===== src/rtl/packet_ring_buffer.sv =====
// rtl/packet_ring_buffer.sv - frame FIFO with commit-on-last, abort and overflow drop
module packet_ring_buffer #(
    parameter int DATA_WIDTH = 8,
    parameter int ADDR_WIDTH = 6
) (
    input  logic                  clk,
    input  logic                  reset,
    input  logic                  wr_en,
    input  logic                  wr_first,
    input  logic                  wr_last,
    input  logic                  wr_drop,
    input  logic [DATA_WIDTH-1:0] wrdata,
    input  logic                  rd_en,
    output logic [DATA_WIDTH-1:0] rddata,
    output logic                  rd_valid,
    output logic                  rd_first,
    output logic                  rd_last,
    output logic                  empty,
    output logic                  full,
    output logic [ADDR_WIDTH:0]   pkt_count,
    output logic                  frame_dropped,
    output logic [ADDR_WIDTH:0]   wr_pointer,
    output logic [ADDR_WIDTH:0]   rd_pointer
);

    localparam int PW = ADDR_WIDTH + 1;
    localparam int EW = DATA_WIDTH + 2;
    localparam logic [PW-1:0] DEPTH = PW'(1) << ADDR_WIDTH;
    localparam logic [PW-1:0] ONE   = PW'(1);

    // Entry layout: {first, last, data}
    logic [EW-1:0] mem [2**ADDR_WIDTH];

    logic [PW-1:0] wr_ptr, commit_ptr, rd_ptr;
    logic          frame_open;

    logic [PW-1:0]         wr_ptr_nxt, commit_nxt;
    logic                  open_nxt, drop_nxt, commit_ev;
    logic                  mem_we;
    logic [ADDR_WIDTH-1:0] mem_addr;
    logic                  full_now, full_commit;
    logic                  rd_fire, read_last_ev;
    logic [EW-1:0]         rd_word;

    assign full_now    = ((wr_ptr - rd_ptr) == DEPTH);
    // Occupancy as it would be once an open frame is rewound for a new wr_first.
    assign full_commit = ((commit_ptr - rd_ptr) == DEPTH);

    assign empty      = (commit_ptr == rd_ptr);
    assign full       = full_now;
    assign wr_pointer = wr_ptr;
    assign rd_pointer = rd_ptr;

    assign rd_fire      = rd_en && !empty;
    assign rd_word      = mem[rd_ptr[ADDR_WIDTH-1:0]];
    assign read_last_ev = rd_fire && rd_word[DATA_WIDTH];

    always_comb begin
        wr_ptr_nxt = wr_ptr;
        commit_nxt = commit_ptr;
        open_nxt   = frame_open;
        drop_nxt   = 1'b0;
        commit_ev  = 1'b0;
        mem_we     = 1'b0;
        mem_addr   = wr_ptr[ADDR_WIDTH-1:0];
        if (wr_drop) begin
            wr_ptr_nxt = commit_ptr;
            open_nxt   = 1'b0;
            drop_nxt   = frame_open;
        end else if (wr_en && wr_first) begin
            if (full_commit) begin
                wr_ptr_nxt = commit_ptr;
                open_nxt   = 1'b0;
                drop_nxt   = 1'b1;
            end else begin
                // A new first word restarts at the commit point, discarding any open frame.
                mem_we     = 1'b1;
                mem_addr   = commit_ptr[ADDR_WIDTH-1:0];
                wr_ptr_nxt = commit_ptr + ONE;
                drop_nxt   = frame_open;
                if (wr_last) begin
                    commit_nxt = commit_ptr + ONE;
                    open_nxt   = 1'b0;
                    commit_ev  = 1'b1;
                end else begin
                    open_nxt   = 1'b1;
                end
            end
        end else if (wr_en && frame_open) begin
            if (full_now) begin
                wr_ptr_nxt = commit_ptr;
                open_nxt   = 1'b0;
                drop_nxt   = 1'b1;
            end else begin
                mem_we     = 1'b1;
                wr_ptr_nxt = wr_ptr + ONE;
                if (wr_last) begin
                    commit_nxt = wr_ptr + ONE;
                    open_nxt   = 1'b0;
                    commit_ev  = 1'b1;
                end
            end
        end
    end

    always_ff @(posedge clk) begin
        if (mem_we) begin
            mem[mem_addr] <= {wr_first, wr_last, wrdata};
        end
    end

    always_ff @(posedge clk or posedge reset) begin
        if (reset) begin
            wr_ptr        <= '0;
            commit_ptr    <= '0;
            frame_open    <= 1'b0;
            frame_dropped <= 1'b0;
        end else begin
            wr_ptr        <= wr_ptr_nxt;
            commit_ptr    <= commit_nxt;
            frame_open    <= open_nxt;
            frame_dropped <= drop_nxt;
        end
    end

    always_ff @(posedge clk or posedge reset) begin
        if (reset) begin
            rd_ptr   <= '0;
            rddata   <= '0;
            rd_first <= 1'b0;
            rd_last  <= 1'b0;
            rd_valid <= 1'b0;
        end else begin
            rd_valid <= rd_fire;
            if (rd_fire) begin
                rd_ptr   <= rd_ptr + ONE;
                rd_first <= rd_word[DATA_WIDTH+1];
                rd_last  <= rd_word[DATA_WIDTH];
                rddata   <= rd_word[DATA_WIDTH-1:0];
            end
        end
    end

    always_ff @(posedge clk or posedge reset) begin
        if (reset) begin
            pkt_count <= '0;
        end else if (commit_ev && !read_last_ev) begin
            pkt_count <= pkt_count + ONE;
        end else if (!commit_ev && read_last_ev) begin
            pkt_count <= pkt_count - ONE;
        end
    end

endmodule


===== config.mk =====
export PLATFORM = sky130hd
export DESIGN_NAME = packet_ring_buffer
export DESIGN_NICKNAME = d
export VERILOG_FILES = /design/src/rtl/packet_ring_buffer.sv
export SDC_FILE = /design/constraint.sdc
export NUM_CORES = 1
export LEC_CHECK = 0
export ABC_AREA = 0
export ABC_CLOCK_PERIOD_IN_PS = 6500
export CAP_MARGIN = 10
export CORE_ASPECT_RATIO = 1.4
export CORE_MARGIN = 2
export CORE_UTILIZATION = 30
export DETAILED_ROUTE_END_ITERATION = 8
export PLACE_DENSITY = 0.48
export SLEW_MARGIN = 20
export SYNTH_ARGS = -nofsm -noshare
export SYNTH_HDL_FRONTEND = slang
export SYNTH_SLANG_ARGS = --single-unit

===== constraint.sdc =====
create_clock -name clk -period 6.5 [get_ports clk]
set_input_delay 0.65 -clock clk [delete_from_list [all_inputs] [get_ports clk]]
set_output_delay 0.65 -clock clk [all_outputs]
set_load 0.005 [all_outputs]

==> Yosys cells after proc, flatten, opt, wreduce, memory -nomap -nowiden <==
Memory sizes are Yosys's and may differ from the RTL's.
Cells that the tools add are included.
{ "totals": {"ff_bits": 41, "mem_bits_rw": 640, "in_bits": 15, "out_inout_bits": 35, "elab_cells": 82, "mem_count": 1} }
{ "classes": {"addsub": 7, "n_eq_ne": 7, "n_mux": 41, "n_bitwise": 1, "n_reduce_logical": 15} }
{ "mem_list": {"columns": ["name", "words", "word_bits", "read_ports", "rd_clocked_by_memory_dff", "write_ports", "line", "source"], "rows": [
  ["mem", 64, 10, 1, 0, 1, "32", "logic [EW-1:0] mem [2**ADDR_WIDTH];"]
]} }
{ "op_table": {"columns": ["op", "count"], "rows": [
  ["two-way mux 7 bit", 13],
  ["adder 7 x 1 -> 7 bit (second input constant)", 4],
  ["two-way mux 1 bit", 25],
  ["two-way mux 6 bit", 3],
  ["== test 7 bit (second input constant)", 2],
  ["subtractor 7 bit", 2],
  ["== test 7 bit", 1],
  ["subtractor 7 x 1 -> 7 bit (second input constant)", 1],
  ["logical AND 1 bit", 6],
  ["!= test 2 bit (second input constant)", 3],
  ["AND reduction 6 bit", 1],
  ["nonzero test 2 bit", 2],
  ["nonzero test 4 bit", 1],
  ["logical NOT 1 bit", 3],
  ["nonzero test 3 bit", 1],
  ["!= test 2 x 1 -> 1 bit (second input constant)", 1],
  ["AND reduction 2 bit", 1],
  ["inverter 1 bit", 1]
]} }

==> Depth between registers and ports, before layout <==
{ "depth": {"word_depth": 10, "ltp_mapped": 22, "mapped_depth_nobuf": 16} }

==> Least setup slack after synthesis <==
OpenSTA, ideal clock, no wires.
{ "synth_path": {"path_kind": "reg2reg", "startpoint": "register rd_ptr[3] (netlist: rd_pointer[3])", "endpoint": "register pkt_count[6]", "setup_time_ps": 130, "arrival_ps": 4468, "required_time_ps": 6370, "slack_ps": 1902, "path_stages_with_launch": 21, "path_buffers": 4, "period_less_slack_ps": 4598, "cell_sequence": "dfrtp_1 -> buf_2 -> buf_2 -> inv_2 -> buf_1 -> clkbuf_1 -> ha_1 -> or4_1 -> nor3_1 -> o32ai_2 -> o21ai_2 -> o21ai_2 -> ha_1 -> inv_1 -> ha_1 -> a21o_1 -> a21oi_1 -> o21bai_1 -> nand4_1 -> o211ai_1 -> xor2_1"} }
{ "synth_between": {"elab_chain_cells": 9, "word_cells_on_any_way": 20, "classes_between": "2 x add/sub; 3 x eq/ne; 6 x mux; 8 x reduce/logical; 1 x memory"} }
{ "synth_lines": {"columns": ["element", "line", "source"], "rows": [
  ["start, declared", "34", "logic [PW-1:0] wr_ptr, commit_ptr, rd_ptr;"],
  ["start signal, assigned", "136", "rd_ptr <= rd_ptr + ONE;"],
  ["subtractor 7 bit", "45", "assign full_now = ((wr_ptr - rd_ptr) == DEPTH);"],
  ["== test 7 bit", "45", null],
  ["two-way mux 1 bit", "90", "if (full_now) begin"],
  ["two-way mux 1 bit", "89", "end else if (wr_en && frame_open) begin"],
  ["two-way mux 1 bit", "70", "end else if (wr_en && wr_first) begin"],
  ["two-way mux 1 bit", "66", "if (wr_drop) begin"],
  ["logical NOT 1 bit", "149", "end else if (!commit_ev && read_last_ev) begin"],
  ["logical AND 1 bit", "149", null],
  ["nonzero test 2 bit (no line)", null, null],
  ["end signal, assigned", "148", "pkt_count <= pkt_count + ONE;"],
  ["end signal, assigned", "150", "pkt_count <= pkt_count - ONE;"],
  ["end, declared", "20", "output logic [ADDR_WIDTH:0] pkt_count,"]
]} }
Several ways; a longest one is shown, not always the timed one.
A chain may end at the register's enable or synchronous reset.

==> Worst setup path after layout <==
{ "layout_path": {"startpoint": "register rd_ptr[0] (netlist: rd_pointer[0])", "endpoint": "register pkt_count[6]"} }
Same word-level chain as after synthesis.

==> metrics <==
outcome completed; sequential fraction of the synthesis area 72.3%; initial cell density of the core 30.3%; Synth area leaders edfxtp_1, mux4_2, dfrtp_1; Yosys top cell area share 68.6%; fillers 8733; EDFF count, synth 640; post-route setup slack 1990 ps; Skew-Pair Late Insertion Delay 610 ps; htree depth 3; # Max-Cap Violations 0; GRT Overall Usage 16.6%; Port Buffers 49; Cell Pwr Density 409 nW/um2; total CTS buffers 66; Crit. End Element flop; Arr. time, crit path 5000 ps; Root Driver clkbuf_16; postcts setup bufs 0; Reg2Reg Capture Point pkt_count[6]$_DFFE_PP0P_; Worst VDD drop 0.275 mV; ant diodes 0; CTS Sinks 681; top-count cell post-synth edfxtp_1; initial antenna violation count 1; Avg Inst Size Synth 18.5 um2; area grow syn2layout 15.5%; RSZ-0062 raised after global routing no; Crit Path Class flop to flop; Synth cell types 69; cells after synthesis 1512; Crit path max-delay family compound AO/OA/AOI/OAI gates; worst slew pin tran 989 ps; io pins 50; length of routed met3 wiring 3540 um; hold crit path type flop to flop; Final Hold Violating Endpoints 0; RR Startpoint rd_pointer[0]$_DFFE_PP0P_; WP buf/inv 1; Max stage delay on crit path 1050 ps; Fmax achieved 222 MHz; hold buffers post-CTS 0; crit start category flop; CORE AREA 92500 um2; min-delay src pkt_count[6]$_DFFE_PP0P_; Slowest-stage cell, CP dfrtp_4; final layout net count 1666; DR WL met2 41800 um; Avg WL per Cell 27.3 um; critical path peak fanout 46; Synth warnings 0; Synth area leader edfxtp_1; top layer reached by signal wires met4; minimum clock period 4510 ps; ANT nets after route 0; Max Slew Vio Count 0; Post-Syn Nets 1549; Die H 365 um; routed wire length 78800 um; Final Util 35.0%; WP depth 15; First-pass DRT Iterations 7; Crit. Startpoint rd_pointer[0]$_DFFE_PP0P_; vias 15143; Critical Path RT 6980 ps; post-cts resize count 0; Final period util 69.4%; layout cells sized above 1 22.6%; first-pass GRT wire length 114000 um; #FFs+latches synth 681; chip width 262 um; DRT iter0 DRCs 1652; vias in the first global route 15641; Vias/cell 5.25; R2R Setup Slk 1990 ps; setup TNS 0 ps; Detail Placement HPWL 50600 um; CP Cell Sequence ha_1, nand2_1, a221o_1, a21oi_1, a41o_1, o21ai_2, ha_1, inv_1, fa_1, a21o_1, a21oi_1, o21bai_1, nand4_1, o211ai_1, xor2_1; final estimated routing congestion in global placement 0.888; Async S/R FF share, synth 6.02%; # rows 132; die area 95800 um2; wl on met1 30900 um; Clock Path Buffers 3; TritonCTS clock tree done; Cell Area, Synth 28000 um2; Most used DFF post-synth edfxtp_1; largest net degree at the start of global routing 69; Slew headroom 34.0%; final setup fails 0; Reg2Reg Depth 15; CTS clk-pin slew, worst paths 70 ps; Remaining DRCs 0; worst clock skew 26.1 ps; commonest cells in the netlist edfxtp_1, mux4_2, nand2_1; leakage 10.3 nW; DP Worst Slack 2010 ps; total gr overflow 0; CP Capture Point pkt_count[6]$_DFFE_PP0P_
## worst min path at each step
stage	slack [ps]	cells after the start	end
finish	510	1	pkt_count[6]$_DFFE_PP0P_
global route	510	1	pkt_count[6]$_DFFE_PP0P_
CTS	500	1	pkt_count[6]$_DFFE_PP0P_
detailed placement	480	1	pkt_count[6]$_DFFE_PP0P_
global placement	490	1	pkt_count[6]$_DFFE_PP0P_
floorplan	460	1	pkt_count[6]$_DFFE_PP0P_
## registers in the layout, indices dropped and copies added (netlist names)
signal,cells
frame_dropped,1
rd_pointer,7
rd_last,1
rd_valid,1
pkt_count,7
rddata,8
mem,640
rd_first,1
wr_pointer,7
frame_open,1
commit_ptr,7
## stage by stage
stage | hold WS [ps] | power (mW) | cells | area (um2)
2_1_floorplan | 465 | 7.89 | 1512 | 28000
3_3_place_gp | 489 | 9.45 | 2766 | 30200
3_5_place_dp | 483 | 9.47 | 2767 | 30200
4_1_cts | 501 | 13.4 | 2885 | 32400
5_1_grt | 508 | 13.8 | 2885 | 32400
6_report | 509 | 13.2 | 2885 | 32400
## routing by layer
layer	track usage [%]	up-vias
met2	29.8	506
li1	-	6497
met5	0	-
met1	20.4	8033
met3	2.24	107
met4	6.05	0
## power by group
group	switching (mW)	internal [mW]	leakage (nW)
Sequential	0.310	4.96	6.26
Combinational	2.36	1.68	2.95
Clock	1.66	2.26	1.05
## placed cells by master, fill, tap and decap left out, types with 5 or more instances in the layout
| master | instances |
|---|---|
| a41oi_1 | 6 |
| buf_2 | 10 |
| nand2_1 | 98 |
| nor2b_1 | 8 |
| clkdlybuf4s50_1 | 39 |
| inv_1 | 17 |
| mux2i_1 | 29 |
| nand4_1 | 25 |
| clkinv_2 | 7 |
| buf_4 | 92 |
| ha_1 | 21 |
| or4_1 | 6 |
| nor4_1 | 5 |
| o211ai_1 | 6 |
| o2111ai_1 | 6 |
| nand3_1 | 46 |
| clkinv_1 | 15 |
| a21oi_1 | 20 |
| or3_1 | 8 |
| mux4_2 | 162 |
| clkbuf_1 | 14 |
| edfxtp_1 | 640 |
| dfrtp_1 | 38 |
| nor2_1 | 45 |
| xor2_1 | 6 |
| a22oi_1 | 18 |
| o22ai_1 | 69 |
| o21ai_0 | 17 |
| bufinv_16 | 8 |
| nor3_1 | 23 |
| xnor2_1 | 11 |
| clkbuf_16 | 68 |
| a31oi_1 | 6 |
## cell families after synthesis
group                      share of synthesized area (%)
muxes                                               14.2
DFF                                                 72.3
xor gates and xnor gates                           0.590
buffers and inverters                               2.04
and+or+nand+nor                                     4.78
adders and majority gates                           1.01
AOI/OAI and AO/OA                                   5.05
## cell type report
class	instances	area (um2)	share of cell area, %
flip-flops and latches	681	20300	62.6
well taps	1206	1510	4.66
multi-input cells	717	7220	22.3
clock inverters	35	390	1.21
inverters	22	82.6	0.255
repair buffers	141	1130	3.50
clock buffers	83	1770	5.46
Power figures use the tool's default switching activity.
